**src/rtl/suma_display_mux_pkg.sv**
```systemverilog
// ============================================================================
// suma_display_mux_pkg : shared segment glyphs, seg7 decoder and clog2 helper
// Rev 1.0
// ============================================================================
`default_nettype none

package suma_display_mux_pkg;

   typedef enum logic [0:0] {
      IDLE = 1'b0,
      CONV = 1'b1
   } conv_state_e;

   // Active-low glyphs, segment a at bit 0
   localparam logic [6:0] SEG_0     = 7'b1000000;
   localparam logic [6:0] SEG_1     = 7'b1111001;
   localparam logic [6:0] SEG_2     = 7'b0100100;
   localparam logic [6:0] SEG_3     = 7'b0110000;
   localparam logic [6:0] SEG_4     = 7'b0011001;
   localparam logic [6:0] SEG_5     = 7'b0010010;
   localparam logic [6:0] SEG_6     = 7'b0000010;
   localparam logic [6:0] SEG_7     = 7'b1111000;
   localparam logic [6:0] SEG_8     = 7'b0000000;
   localparam logic [6:0] SEG_9     = 7'b0010000;
   localparam logic [6:0] SEG_DASH  = 7'b0111111;
   localparam logic [6:0] SEG_BLANK = 7'b1111111;

   function automatic int clog2(input int n);
      int r;
      int v;
      r = 0;
      v = 1;
      while (v < n) begin
         v = v * 2;
         r++;
      end
      return r;
   endfunction

   function automatic logic [6:0] seg7(input logic [3:0] nib);
      case (nib)
         4'd0:    return SEG_0;
         4'd1:    return SEG_1;
         4'd2:    return SEG_2;
         4'd3:    return SEG_3;
         4'd4:    return SEG_4;
         4'd5:    return SEG_5;
         4'd6:    return SEG_6;
         4'd7:    return SEG_7;
         4'd8:    return SEG_8;
         4'd9:    return SEG_9;
         default: return SEG_DASH;
      endcase
   endfunction

endpackage

`default_nettype wire

```
**src/rtl/suma_display_mux_bin2bcd_seq.sv**
```systemverilog
// ============================================================================
// bin2bcd_seq : sequential double-dabble converter, one bit per clock
// Rev 1.0
// ============================================================================
`default_nettype none

module bin2bcd_seq
   import suma_display_mux_pkg::*;
#(
   parameter int BW   = 5,
   parameter int NDIG = 4
) (
   input  logic              clk,
   input  logic              rst,
   input  logic              start,
   input  logic [BW-1:0]     bin,
   output logic              busy,
   output logic              done,
   output logic [4*NDIG-1:0] bcd
);

   localparam int DW = 4 * NDIG;
   localparam int CW = clog2(BW + 1);

   conv_state_e         state;
   logic [DW+BW-1:0]    sreg;
   logic [DW+BW-1:0]    adj;
   logic [DW+BW-1:0]    shifted;
   logic [CW-1:0]       cnt;

   always_comb begin
      adj = sreg;
      for (int i = 0; i < NDIG; i++) begin
         if (sreg[BW+4*i +: 4] >= 4'd5)
            adj[BW+4*i +: 4] = sreg[BW+4*i +: 4] + 4'd3;
      end
      shifted = {adj[DW+BW-2:0], 1'b0};
   end

   // done and bcd are combinational so the caller can capture the result on
   // the very edge that returns the FSM to IDLE.
   assign done = (state == CONV) && (cnt == CW'(1));
   assign bcd  = shifted[BW +: DW];

   always_ff @(posedge clk) begin
      if (rst) begin
         state <= IDLE;
         busy  <= 1'b0;
         sreg  <= '0;
         cnt   <= '0;
      end else begin
         case (state)
            IDLE: begin
               if (start) begin
                  sreg  <= {{DW{1'b0}}, bin};
                  cnt   <= CW'(BW);
                  state <= CONV;
                  busy  <= 1'b1;
               end
            end
            CONV: begin
               sreg <= shifted;
               cnt  <= cnt - CW'(1);
               if (done) begin
                  state <= IDLE;
                  busy  <= 1'b0;
               end
            end
            default: begin
               state <= IDLE;
               busy  <= 1'b0;
            end
         endcase
      end
   end

endmodule

`default_nettype wire

```
**src/rtl/suma_display_mux.sv**
```systemverilog
// ============================================================================
// suma_display_mux : A+B adder with BCD conversion and multiplexed 7-seg scan
// Optional leading-zero blanking with SUMA_DISPLAY_BLANK_EN.  Rev 1.0
// ============================================================================
`default_nettype none

module suma_display_mux
   import suma_display_mux_pkg::*;
#(
   parameter int W           = 4,
   parameter int NDIG        = 4,
   parameter int REFRESH_DIV = 50000
) (
   input  logic            clk,
   input  logic            rst,
   input  logic [W-1:0]    A,
   input  logic [W-1:0]    B,
   input  logic            load,
   output logic            busy,
   output logic [6:0]      D,
   output logic [NDIG-1:0] An
);

   localparam int SW = W + 1;
   localparam int RW = clog2(REFRESH_DIV);
   localparam int IW = (NDIG > 1) ? clog2(NDIG) : 1;

   logic [SW-1:0]       sum;
   logic                conv_done;
   logic [4*NDIG-1:0]   conv_bcd;
   logic [4*NDIG-1:0]   disp;
   logic [4*NDIG-1:0]   disp_next;
   logic [RW-1:0]       rcnt;
   logic [IW-1:0]       idx;
   logic [IW-1:0]       idx_next;
   logic                wrap;
   logic [3:0]          digit;
   logic                blank;
   logic                above_zero;
   logic [NDIG-1:0]     an_next;
   logic [6:0]          seg_next;

   assign sum = SW'(A) + SW'(B);

   bin2bcd_seq #(
      .BW   (SW),
      .NDIG (NDIG)
   ) u_bin2bcd (
      .clk   (clk),
      .rst   (rst),
      .start (load),
      .bin   (sum),
      .busy  (busy),
      .done  (conv_done),
      .bcd   (conv_bcd)
   );

   assign disp_next = conv_done ? conv_bcd : disp;
   assign wrap      = (rcnt == RW'(REFRESH_DIV - 1));
   assign idx_next  = !wrap ? idx : ((idx == IW'(NDIG - 1)) ? '0 : idx + IW'(1));

   // Outputs are decoded from next-state values so An and D move together
   // with the scan index and with the display update.
   always_comb begin
      digit      = 4'd0;
      an_next    = '1;
      blank      = 1'b0;
      above_zero = 1'b1;
      for (int i = 0; i < NDIG; i++) begin
         if (idx_next == IW'(i)) begin
            digit      = disp_next[4*i +: 4];
            an_next[i] = 1'b0;
         end
      end
`ifdef SUMA_DISPLAY_BLANK_EN
      for (int i = NDIG - 1; i >= 0; i--) begin
         above_zero = above_zero & (disp_next[4*i +: 4] == 4'd0);
         if ((idx_next == IW'(i)) && (i != 0) && above_zero)
            blank = 1'b1;
      end
`else
      blank = above_zero & 1'b0;
`endif
      seg_next = blank ? SEG_BLANK : seg7(digit);
   end

   always_ff @(posedge clk) begin
      if (rst) begin
         disp <= '0;
         rcnt <= '0;
         idx  <= '0;
         An   <= {{(NDIG-1){1'b1}}, 1'b0};
         D    <= SEG_0;
      end else begin
         disp <= disp_next;
         rcnt <= wrap ? '0 : rcnt + RW'(1);
         idx  <= idx_next;
         An   <= an_next;
         D    <= seg_next;
      end
   end

endmodule

`default_nettype wire
```
**config.mk**
```make
export PLATFORM = sky130hd
export DESIGN_NAME = suma_display_mux
export DESIGN_NICKNAME = d
export VERILOG_FILES = /design/src/rtl/suma_display_mux_pkg.sv /design/src/rtl/suma_display_mux_bin2bcd_seq.sv /design/src/rtl/suma_display_mux.sv
export SDC_FILE = /design/constraint.sdc
export NUM_CORES = 1
export LEC_CHECK = 0
export CORE_ASPECT_RATIO = 1.2
export CORE_MARGIN = 1
export CORE_UTILIZATION = 50
export DETAILED_ROUTE_END_ITERATION = 16
export GPL_TIMING_DRIVEN = 0
export PLACE_DENSITY_LB_ADDON = 0.3
export SETUP_SLACK_MARGIN = 0.05
export SLEW_MARGIN = 10
export SYNTH_ARGS = -nofsm -noshare
export SYNTH_HDL_FRONTEND = slang
export SYNTH_HIERARCHICAL = 1
export SYNTH_SLANG_ARGS = --single-unit
```
**constraint.sdc**
```tcl
create_clock -name clk -period 6.81 [get_ports clk]
set_clock_uncertainty 0.2 [all_clocks]
set_input_delay 1.362 -clock clk [delete_from_list [all_inputs] [get_ports clk]]
set_output_delay 1.362 -clock clk [all_outputs]
set_load 0.05 [all_outputs]
```
# After elaboration in Yosys (flattened, before gate mapping)
# Memory sizes are Yosys's and may differ from the RTL's. A register that Yosys moved wholly into a read port is not among the register bits.
# Cells that the tools add are included.
# totals
n_memories	1
output_inout_bits	12
reg_bits	64
romBits	112
in_bits	11
word_cells	59
# memory_table
name	depth	width	read_ports	rd_ports_with_merged_regs	write_ports	line	text
(no name shown)	16	7	1	1	0	suma_display_mux_pkg.sv:41	case (nib)
# op_classes
magnitude_cmp	4
bitwise	1
n_eq_ne	8
n_reduce_logical	4
n_addsub	8
mux	25
# ops
operator	n
21-bit one-hot mux with 2 select lines	1
4-bit 2-to-1 mux	7
21-bit 2-to-1 mux	1
16-bit by 1-bit adder with 16-bit output (second input constant)	1
16-bit == test (second input constant)	1
4-bit by 3-bit >= comparator with 1-bit output (second input constant)	4
16-bit 2-to-1 mux	1
4-bit by 2-bit adder with 4-bit output (second input constant)	3
1-bit 2-to-1 mux	8
2-bit == test (second input constant)	3
3-bit 2-to-1 mux	2
3-bit one-hot mux with 2 select lines	1
4-bit by 4-bit adder with 5-bit output	1
2-bit 2-to-1 mux	2
2-bit inequality test (second input constant)	2
1-bit one-hot mux with 2 select lines	2
3-bit by 2-bit adder with 3-bit output (second input constant)	1
3-bit by 1-bit == test with 1-bit output (second input constant)	1
3-bit by 1-bit subtractor with 3-bit output (second input constant)	1
2-bit by 1-bit adder with 2-bit output (second input constant)	1
2-bit by 1-bit == test with 1-bit output (second input constant)	1
2-bit logical NOT	1
2-bit AND reduction	1
2-bit OR reduction	1
2 further kinds	2

# Longest topological paths before layout
# logic_depth
depth_word	8
depth_mapped	14
depth_no_buf	13

# By module
# The synthesis kept the hierarchy.
# modules_own_cells
module	seq_area_each_um2	cells_each	area_per_inst_um2	n_inst
suma_display_mux	900.9	231	2245.9	1
bin2bcd_seq	520.5	185	1619.1	1

# Worst setup path before layout
# OpenSTA, ideal clock, no wires.
# synth_path
kind	flip-flop to flip-flop
start	register u_bin2bcd.state
end	register D[5]
required_ps	6524
setup_slack_ps	3644
t_arrival_ps	2880
stages_incl_launch_ff	14
period_less_slack_ps	3166
cell_sequence	dfxtp_1 -> buf_2 -> nand2_1 -> nor2_1 -> buf_2 -> buf_6 -> mux2i_1 -> mux4_2 -> mux2i_1 -> inv_1 -> ha_1 -> inv_1 -> mux2i_1 -> a221oi_2
# synth_between
elab_chain_cells	6
# synth_rtl
item	line	text
start, declared	suma_display_mux_bin2bcd_seq.sv:25	conv_state_e state;
start signal, assigned	suma_display_mux_bin2bcd_seq.sv:47	state <= IDLE;
start signal, assigned	suma_display_mux_bin2bcd_seq.sv:57	state <= CONV;
start signal, assigned	suma_display_mux_bin2bcd_seq.sv:65	state <= IDLE;
1-bit logical AND *	suma_display_mux_bin2bcd_seq.sv:42	assign done = (state == CONV) && (cnt == CW'(1));
named net conv_done	suma_display_mux.sv:29	logic conv_done;
16-bit 2-to-1 mux *	suma_display_mux.sv:58	assign disp_next = conv_done ? conv_bcd : disp;
4-bit 2-to-1 mux (3 in series)	suma_display_mux.sv:70	if (idx_next == IW'(i)) begin
4-bit 2-to-1 mux *	suma_display_mux.sv:70	
end, declared	suma_display_mux.sv:20	output logic [6:0] D,
# The timed path passes the listed nets; every way through them passes the cells marked *.
# A chain may end at the register's enable or synchronous reset.

# Final worst setup path
# Same ends and word-level chain as after synthesis.

==> impl_metrics.ini <==
[cells_and_area]
fin_nets = 482
postLayoutCellArea_um2 = 4370
final-instance-count-excl-fill = 543
drive_gt1_frac = 0.146
post_synthesis_to_final_layout_area_growth_pct = 13.0
num-fill-cells = 658
diode_count = 0

[timing]
final_min_period_over_clock_period = 0.546
period_needed_ns = 3.72
timing.final.max_slew_violations = 0
rsz0062_at_grt = no
slew-limit-headroom = 0.547
totalNegativeSetupSlack_ns = 0
max_freq_mhz = 269
worst_pin_slew_ns = 0.674
setup_viol = 0
hold_vio_cnt_final = 0
postLayoutSetupSlackWorst_ns = 3.09

[grt]
first_global_vias = 2914
initial_antenna_violation_count = 0
top_usage_layer = met2
grt_start_max_net_pins = 14
globalRouteMet3Util = 0.0439
grt-ovfl-total = 0
met2_usage = 0.353
grtUsageMet1 = 0.251
grt_pass1_wl_mm = 13.1
grtUsageTotal = 0.211

[worst_setup_path]
worstSetupEndpointType = flop
crit_buf_inv = 5
worstPathMaxFanout = 10
critPathArrivalTime_ns = 3.79
master_of_the_slowest_instance_on_the_critical_path = sky130_fd_sc_hd__mux4_2
critical-path-top-cell-by-count = sky130_fd_sc_hd__mux2i_1
crit_path_start_kind = flop
cp_cell_sequence = buf_2 > nand2_1 > nor2_1 > buf_2 > buf_6 > mux2i_1 > mux4_2 > mux2i_1 > inv_1 > ha_1 > inv_1 > mux2i_1 > a221oi_2
critPathTopFamily = multiplexers
criticalPathCategory = reg2reg
critPathRequiredTime_ns = 6.88
cp_slowest_stage_delay_ns = 0.48

[synth]
post-synth-top-area-cell = sky130_fd_sc_hd__dfxtp_1
synthesis.yosys.warnings = 6
synth_seq_area_share = 0.368
netlist_top_cells_count = sky130_fd_sc_hd__dfxtp_1, sky130_fd_sc_hd__nor2_1, sky130_fd_sc_hd__mux2i_1
synth_largest_type_area_fraction = 0.368
yosys.cell_types.count = 56
postSynthNetCount = 450
synth_seq_cells = 71
syn_area_um2 = 3860
synth-edff-count = 0
dominantRegCellSynth = sky130_fd_sc_hd__dfxtp_1
synthCells = 416
netlist_top_cells_area = sky130_fd_sc_hd__dfxtp_1, sky130_fd_sc_hd__mux2i_1, sky130_fd_sc_hd__ha_1
synth.most_common_cell = sky130_fd_sc_hd__dfxtp_1
async_flop_share = 0
synthesized_area_per_cell_um2 = 9.29

[placement]
gp_congestion = 0.842
placement.setup.worst_slack_ns = 3.11
port-buffer-count = 21
detailed_place_hpwl_mm = 5.47
place.detailed.instances = 527
detailed_place.area_um2 = 4190

[power_and_ir_drop]
worst_ir_drop_vdd_v = 0.000134
total_power_uw = 809
pwr_density_cell_nw_per_um2 = 185
p_leak_uw = 0.00174

[floorplan]
initial_core_util = 0.525
chipWidth_um = 82.3
die_height_um = 98.3
num_io_pins = 23
rows = 34
floorplan_core_area_um2 = 7360
dieArea_um2 = 8090

[clock_network]
cts.repair.resized = 0
cts_tree = done
insertion_delay_ns = 0.35
cts_htree_levels = 3
clkSlewWorstSetupHoldPaths_ns = 0.08
hold_buffers = 0
cts_buffer_depth = 2
clk_root_buffer_cell = sky130_fd_sc_hd__clkbuf_8
cts_setup_buffers = 0
clock_sink_count = 71
cts_buffers = 9

[run]
cap_viol_max_count = 0

[drt]
detail_route.wl_per_cell_um = 13.7
avgViaCountPerCell = 5.42
drtAntennaViolNets = 0
detail_route.wirelength_mm = 7.43
detailedRoute.firstPassIterationCount = 4
dr.first_iter.drc_count = 200
num_vias = 2941
remaining_drc_errors = 0

[min_path]
timing.hold.worst.class = reg2reg

[outcome]
run_status = complete, no violations
-- layer usage --
metal / vias to the layer above / wire, um / share of wire
li1: 1480 / - / -
met1: 1388 / 3220 / 0.43
met2: 58 / 3740 / 0.50
met3: 15 / 302 / 0.041
met4: 0 / 169 / 0.023
met5: - / 0 / 0
-- layout make-up --
type	instances	area, um2	area share
inverters	23	86.3	0.0198
repair buffers	21	210	0.0481
plain buffers	37	240	0.0550
clock inverters	6	42.5	0.00974
multi-input cells	285	2120	0.485
flip-flops and latches	71	1420	0.325
well taps	90	113	0.0258
clock buffers	10	138	0.0315
-- cell usage in the layout (no fill, tap or decap), drive strengths merged, types with 2 or more instances in the layout --
cell type      instances
dfxtp                 71
nor2                  61
mux2i                 35
buf                   31
inv                   25
ha                    22
clkdlybuf4s50         21
a21oi                 21
nand2                 19
clkbuf                16
xnor2                 13
nor3                  13
o21ai                 11
nand2b                11
nand3                  8
xor2                   7
a32o                   7
nor3b                  6
o41ai                  5
mux4                   4
nand4                  4
and3                   4
a221oi                 4
nor2b                  3
a22oi                  2
o21bai                 2
a311oi                 2
clkinv                 2
clkinvlp               2
or2b                   2
or2                    2
a31o                   2
and2                   2
-- registers in the layout (all words and copies together), names as in the netlist --
| name | count |
|---|---|
| u_bin2bcd/state | 1 |
| rcnt | 16 |
| idx | 2 |
| u_bin2bcd/busy | 1 |
| u_bin2bcd/cnt | 3 |
| u_bin2bcd/sreg | 21 |
| disp | 16 |
| An | 4 |
| D | 7 |
-- where the power goes --
part | internal, uW | switching (uW)
combinational | 28.8 | 40.8
clock | 143 | 169
sequential | 422 | 5.39
-- cell families after synthesis --
logic type,after synthesis,synth area share
buffers and inverters,60,0.0845
multiplexers,40,0.117
AND/OR/NAND/NOR,141,0.187
adder cells (fa/ha/maj),23,0.0764
flip-flops,71,0.368
AO/OA/AOI/OAI,61,0.122
XOR/XNOR,20,0.0453
-- final timing paths --
kind | startpoint | end | slack [ns] | depth (start not counted)
min | rcnt[0] | rcnt[0] | 0.27 | 1
max reg2reg | u_bin2bcd/state | D[5] | 3.09 | 13
min reg2reg | rcnt[0] | rcnt[0] | 0.27 | 1
max | u_bin2bcd/state | D[5] | 3.09 | 13
-- stage by stage --
stage / utilization / hold slack (ns)
floorplan: - / 0.226
global placement: 0.569 / 0.239
detailed placement: 0.569 / 0.254
CTS: 0.594 / 0.272
global route: 0.594 / 0.316
finish: 0.594 / 0.267
Power figures use the tool's default switching activity.
==> RTL change 1 (same flow settings) <==
`NDIG` is set to 4 in 2 places; all go to 2.
--- a/src/rtl/suma_display_mux_bin2bcd_seq.sv
+++ b/src/rtl/suma_display_mux_bin2bcd_seq.sv
@@ -8,7 +8,7 @@
    import suma_display_mux_pkg::*;
 #(
    parameter int BW   = 5,
-   parameter int NDIG = 4
+   parameter int NDIG = 2
 ) (
    input  logic              clk,
    input  logic              rst,
--- a/src/rtl/suma_display_mux.sv
+++ b/src/rtl/suma_display_mux.sv
@@ -8,7 +8,7 @@
    import suma_display_mux_pkg::*;
 #(
    parameter int W           = 4,
-   parameter int NDIG        = 4,
+   parameter int NDIG        = 2,
    parameter int REFRESH_DIV = 50000
 ) (
    input  logic            clk,
Interface: changed (resized An); port bits go from 23 to 21. No check against the original RTL was run, so the function may have changed too.
==> RTL change 1 against the original RTL <==
- sequential cell count fell by 20
- total power fell by 31%
- sequential power fell by 28%
- critical endpoint is now An[0]
- area after synthesis fell by 31%
- setup slack improved by 0.49 ns
- core utilization rose by 1.2 points
- synthesized cell count fell by 32%
- routed wire length fell by 40%
- design area fell by 30%
- critical path type is now flip-flop to output port
==> RTL change 1: results (changes against the original RTL) <==
Unique masters post-synth 45 (-20%); Final Wtd Congestion 0.782 (-7.1%); vias in the first global route 1882 (-35%); FFs w/ async S/R, synth 0% (unchanged); Num CTS Buffers 5 (-4); worst slew pin tran 0.541 ns (-0.134 ns); GR Layer Usage met1 20.0% (-5.1 points); overall routing resource usage 18.6% (-2.5 points); First-pass DRT Iterations 4 (unchanged); via count 1956 (-33%); dpl ws 3.31 ns (+0.203 ns); drt wl/cell 12.0 µm (-12%); met3 Use GR 5.49% (+1.1 points); top cells by instance count after synthesis dfxtp_1 (51), nor2_1 (46), mux2i_1 (20); global-route wire length before repair 7870 µm (-40%); Largest regs rcnt x16, u_bin2bcd/sreg x13, disp x8; cts hold-fix bufs 0 (unchanged); Crit path arrival time 1.66 ns (-2.13 ns); Reg clk slew, reported paths 0.09 ns; Max IR drop VDD 0.152 mV (+14%); hold_sp rcnt[0]$_SDFF_PP0_; Yosys Warn Count 6 (unchanged); post-CTS resize count 0 (unchanged); Clock Latency Late Sink 0.30 ns (-0.05 ns); CTS root buf clkbuf_8; FILL cells 459 (-30%); sequential area share after synthesis 38.0% (+1.2 points); syn nets 313 (-30%); post-CTS setup buffer count 0 (unchanged); # DRC 0 (unchanged); met2 Use GR 34.1% (-1.3 points); outcome finished, final reports clean; largest net degree at the start of global routing 16 (+2); full die area 5670 µm² (-30%); Critical R2R Launch u_bin2bcd/cnt[1]$_SDFFE_PP0P_; ranking of synthesized cells by area dfxtp_1 (38%), ha_1 (7.9%), mux2i_1 (7.5%); initial antenna violation count 0 (unchanged); HP Class flip-flop to flip-flop; DP HPWL 3390 µm (-38%); ANT cells 0 (unchanged); buffers added on ports 19 (-9.5%); clk buf depth 2 (unchanged); NumNets Final 339 (-30%); Worst Path Max Fanout 2 (-8); Pleak 1.21 nW (-30%); layout cells sized above 1 11.3% (-3.3 points); Setup crit start An[0]$_SDFF_PP0_; H-tree Lvls 2 (-1); Initial DRC Count 71 (-65%)
RTL change 1: cell count changes in the layout (fill, tap and decap cells not counted), sizes merged, moves of 6 or more:
| cell | unedited run | this run |
|---|---|---|
| a21oi | 21 | 15 |
| buf | 31 | 16 |
| dfxtp | 71 | 51 |
| inv | 25 | 18 |
| mux2i | 35 | 20 |
| nand2 | 19 | 9 |
| nor2 | 61 | 46 |
| o21ai | 11 | 5 |
RTL change 1: layer usage:
metal  share of wire, %  vias to the layer above
li1                   -                     1017
met1                 44                      913
met2                 52                       21
met3                2.3                        5
met4                1.2                        0
met5                  0                        -
RTL change 1: logic make-up after synthesis:
logic type,after synthesis,synth area share (%)
AOI/OAI and AO/OA,38,10.4
and+or+nand+nor,93,17.3
muxes,24,11.1
adders and majority gates,18,8.67
DFF,51,38.0
buffers and inverters,42,7.92
xor gates and xnor gates,18,6.57
RTL change 1: final timing paths:
kind | to | slack [ns] | cells after the start
min | rcnt[0]$_SDFF_PP0_ | 0.27 | 1
max | An[0] | 3.59 | 2
max reg2reg | D[3]$_SDFF_PP0_ | 3.74 | 9
min reg2reg | rcnt[0]$_SDFF_PP0_ | 0.27 | 1
RTL change 1: critical path: stages, from the launching register on:
cell and delay, ns:
dfxtp_1 0.43, buf_4 0.14, clkdlybuf4s50_1 0.78
RTL change 1: final cells by class:
cell class | count | area, µm² | share of cell area [%]
plain buffers | 23 | 141 | 4.63
clock buffers | 7 | 96.3 | 3.15
clock inverters | 1 | 7.51 | 0.246
inverters | 19 | 71.3 | 2.34
multi-input cells | 191 | 1450 | 47.5
flip-flops and latches | 51 | 1020 | 33.4
well taps | 60 | 75.1 | 2.46
repair buffers | 19 | 190 | 6.23
RTL change 1: metrics by stage:
step / total power [mW] / std cells / util (%) / hold WS [ns] / area, µm²
2_1_floorplan: 0.360 / 284 / - / 0.213 / 2690
3_3_place_gp: 0.375 / 363 / 58.5 / 0.225 / 2950
3_5_place_dp: 0.377 / 363 / 58.5 / 0.262 / 2950
4_1_cts: 0.567 / 371 / 60.5 / 0.275 / 3050
5_1_grt: 0.587 / 371 / 60.5 / 0.294 / 3050
6_report: 0.559 / 371 / 60.5 / 0.266 / 3050
RTL change 1: where the power goes:
part	total (mW)	internal (mW)	leakage (nW)	switching, mW
registers	0.310	0.305	0.414	0.00432
logic	0.0601	0.0264	0.749	0.0337
clock network	0.190	0.0925	0.0505	0.0971
total	0.559	0.424	1.21	0.135
==> RTL change 2 (config.mk and constraints unchanged) <==
Without the edit above. Remove the register `An`: a continuous assignment takes its place, so the output `An` follows one clock earlier.
--- a/src/rtl/suma_display_mux.sv
+++ b/src/rtl/suma_display_mux.sv
@@ -89,17 +89,17 @@
          disp <= '0;
          rcnt <= '0;
          idx  <= '0;
-         An   <= {{(NDIG-1){1'b1}}, 1'b0};
          D    <= SEG_0;
       end else begin
          disp <= disp_next;
          rcnt <= wrap ? '0 : rcnt + RW'(1);
          idx  <= idx_next;
-         An   <= an_next;
          D    <= seg_next;
       end
    end
 
+   assign An = an_next;
+
 endmodule
 
 `default_nettype wire
Formal check against the unedited RTL: no difference found for any inputs over 10 cycles, from zero or initial values and one cycle with rst high; that may be too few to reach the edited logic, so the function may still have changed.
==> RTL change 2 against the original RTL <==
- non-clock buffer count decreased by 3
- cell count increased by 1.7%
- total power increased by 3.4%
- setup slack got worse by 1.1 ns
- area after synthesis decreased by 4.2%
- design area decreased by 2.9%
- routed wire length decreased by 0.54%
- sequential cell count decreased by 4
- combinational power decreased by 2%
- critical path type is now flip-flop to output port
- largest power group unchanged
==> RTL change 2: results (changes against the original RTL) <==
top cells by instance count after synthesis dfxtp_1 (67), a21oi_1 (45), nor2_1 (40); hold path depth 1 (unchanged); R2R Path End D[5]$_SDFF_PP0_; Unique masters post-synth 52 (-7.1%); kind of cell adding the most delay to the critical path buffers and inverters; Placed Area 4030 µm² (-3.9%); H-tree Lvls 3 (unchanged); post-CTS setup buffer count 0 (unchanged); Num CTS Buffers 9 (unchanged); sequential area share after synthesis 36.2% (-0.55 points); Inst Count DP 537 (+1.9%); Hold Path Sink rcnt[0]$_SDFF_PP0_; FILL cells 674 (+2.4%); buffers added on ports 21 (unchanged); Final Wtd Congestion 0.858 (+1.8%); clk buf depth 2 (unchanged); drt wl/cell 13.4 µm (-2.2%); DP HPWL 5470 µm (-0.12%); initial antenna violation count 0 (unchanged); Worst Path Max Fanout 10 (unchanged); layout cells sized above 1 13.6% (-0.93 points); Crit-path slowest cell clkdlybuf4s50_1; Reg clk slew, reported paths 0.07 ns; First-pass DRT Iterations 4 (unchanged); Max IR drop VDD 0.117 mV (-12%); Most used DFF post-synth dfxtp_1; syn nets 460 (+2.2%); Post-Syn Instances 426 (+2.4%); Final Instance Count excl. Fillers 552 (+1.7%); post-CTS resize count 0 (unchanged); CTS root buf clkbuf_8; r2r setup slk 3.18 ns (+0.09 ns); FFs w/ async S/R, synth 0% (unchanged); via count 2978 (+1.3%); global-route wire length before repair 12300 µm (-5.8%); Pleak 1.66 nW (-5.0%); Crit path arrival time 3.27 ns (-0.52 ns); vias in the first global route 2869 (-1.5%); ANT cells 0 (unchanged); overall routing resource usage 20.8% (-0.29 points); HP Class flip-flop to flip-flop; hold_sp rcnt[0]$_SDFF_PP0_; Largest regs u_bin2bcd/sreg x21, disp x16, rcnt x16; Initial DRC Count 114 (-43%); largest net degree at the start of global routing 12 (-2); Worst path max stage delay 0.79 ns (+0.31 ns); outcome finished, final reports clean; NumNets Final 492 (+2.1%); Yosys Warn Count 6 (unchanged); Clock Latency Late Sink 0.35 ns (about the same); Critical R2R Launch u_bin2bcd/state$_SDFF_PP0_; worst slew pin tran 0.528 ns (-0.146 ns); R2R cell count 14 (+1); ranking of synthesized cells by area dfxtp_1 (36%), ha_1 (7.4%), a21oi_1 (6.1%); Min Hold Slack 0.282 ns (+0.0150 ns)
RTL change 2: worst register-to-register path: cells and delay by family (launching register included):
family | cells | cell delay, ns
buf+inv | 5 | 1.22
compound gates | 3 | 0.81
simple gates | 4 | 0.65
flops | 1 | 0.40
fa+ha+maj | 1 | 0.20
mux | 1 | 0.07
RTL change 2: area by class of cell:
class                   instances  area, µm²  share of cell area, %
multi-input cells             303       2070                   48.8
plain buffers                  34        208                   4.90
inverters                      22       83.8                   1.98
repair buffers                 21        210                   4.96
clock inverters                 5       77.6                   1.83
well taps                      90        113                   2.66
clock buffers                  10        138                   3.25
flip-flops and latches         67       1340                   31.6
RTL change 2: layer usage:
metal | GRT usage (%) | routed length (µm) | part of all wire (%) | vias up
met2 | 37.6 | 3790 | 51 | 63
li1 | - | - | - | 1513
met3 | 4.08 | 203 | 2.7 | 19
met5 | 0 | 0 | 0 | -
met1 | 22.6 | 3220 | 44 | 1383
met4 | 11.2 | 180 | 2.4 | 0
RTL change 2: how the worst max path moves through the flow:
stage | start | slack [ns] | endpoint
floorplan | rcnt[7]$_SDFF_PP0_ | 3.05 | An[2]
global placement | rcnt[0]$_SDFF_PP0_ | 2.37 | An[2]
detailed placement | rcnt[0]$_SDFF_PP0_ | 2.33 | An[3]
CTS | rcnt[0]$_SDFF_PP0_ | 1.94 | An[3]
global route | rcnt[0]$_SDFF_PP0_ | 1.81 | An[3]
finish | rcnt[0]$_SDFF_PP0_ | 1.97 | An[3]
RTL change 2: power breakdown:
| part | switching [mW] | internal (mW) | total (mW) |
|---|---|---|---|
| clock | 0.151 | 0.213 | 0.364 |
| combinational | 0.0406 | 0.0278 | 0.0683 |
| sequential | 0.00578 | 0.399 | 0.405 |
RTL change 2: logic make-up after synthesis:
group                    after synthesis  synth area share (%)
adder cells (fa/ha/maj)               23                  7.98
AO/OA/AOI/OAI                         94                  16.9
AND/OR/NAND/NOR                      147                  20.9
XOR/XNOR                              19                  4.49
flip-flops                            67                  36.2
multiplexers                          20                  5.64
buffers and inverters                 56                  7.87
RTL change 2: stage by stage:
step	utilization (%)	worst slack, ns
floorplan	-	3.05
global placement	56.0	2.37
detailed placement	56.0	2.33
CTS	59.0	1.94
global route	59.0	1.81
finish	59.0	1.97
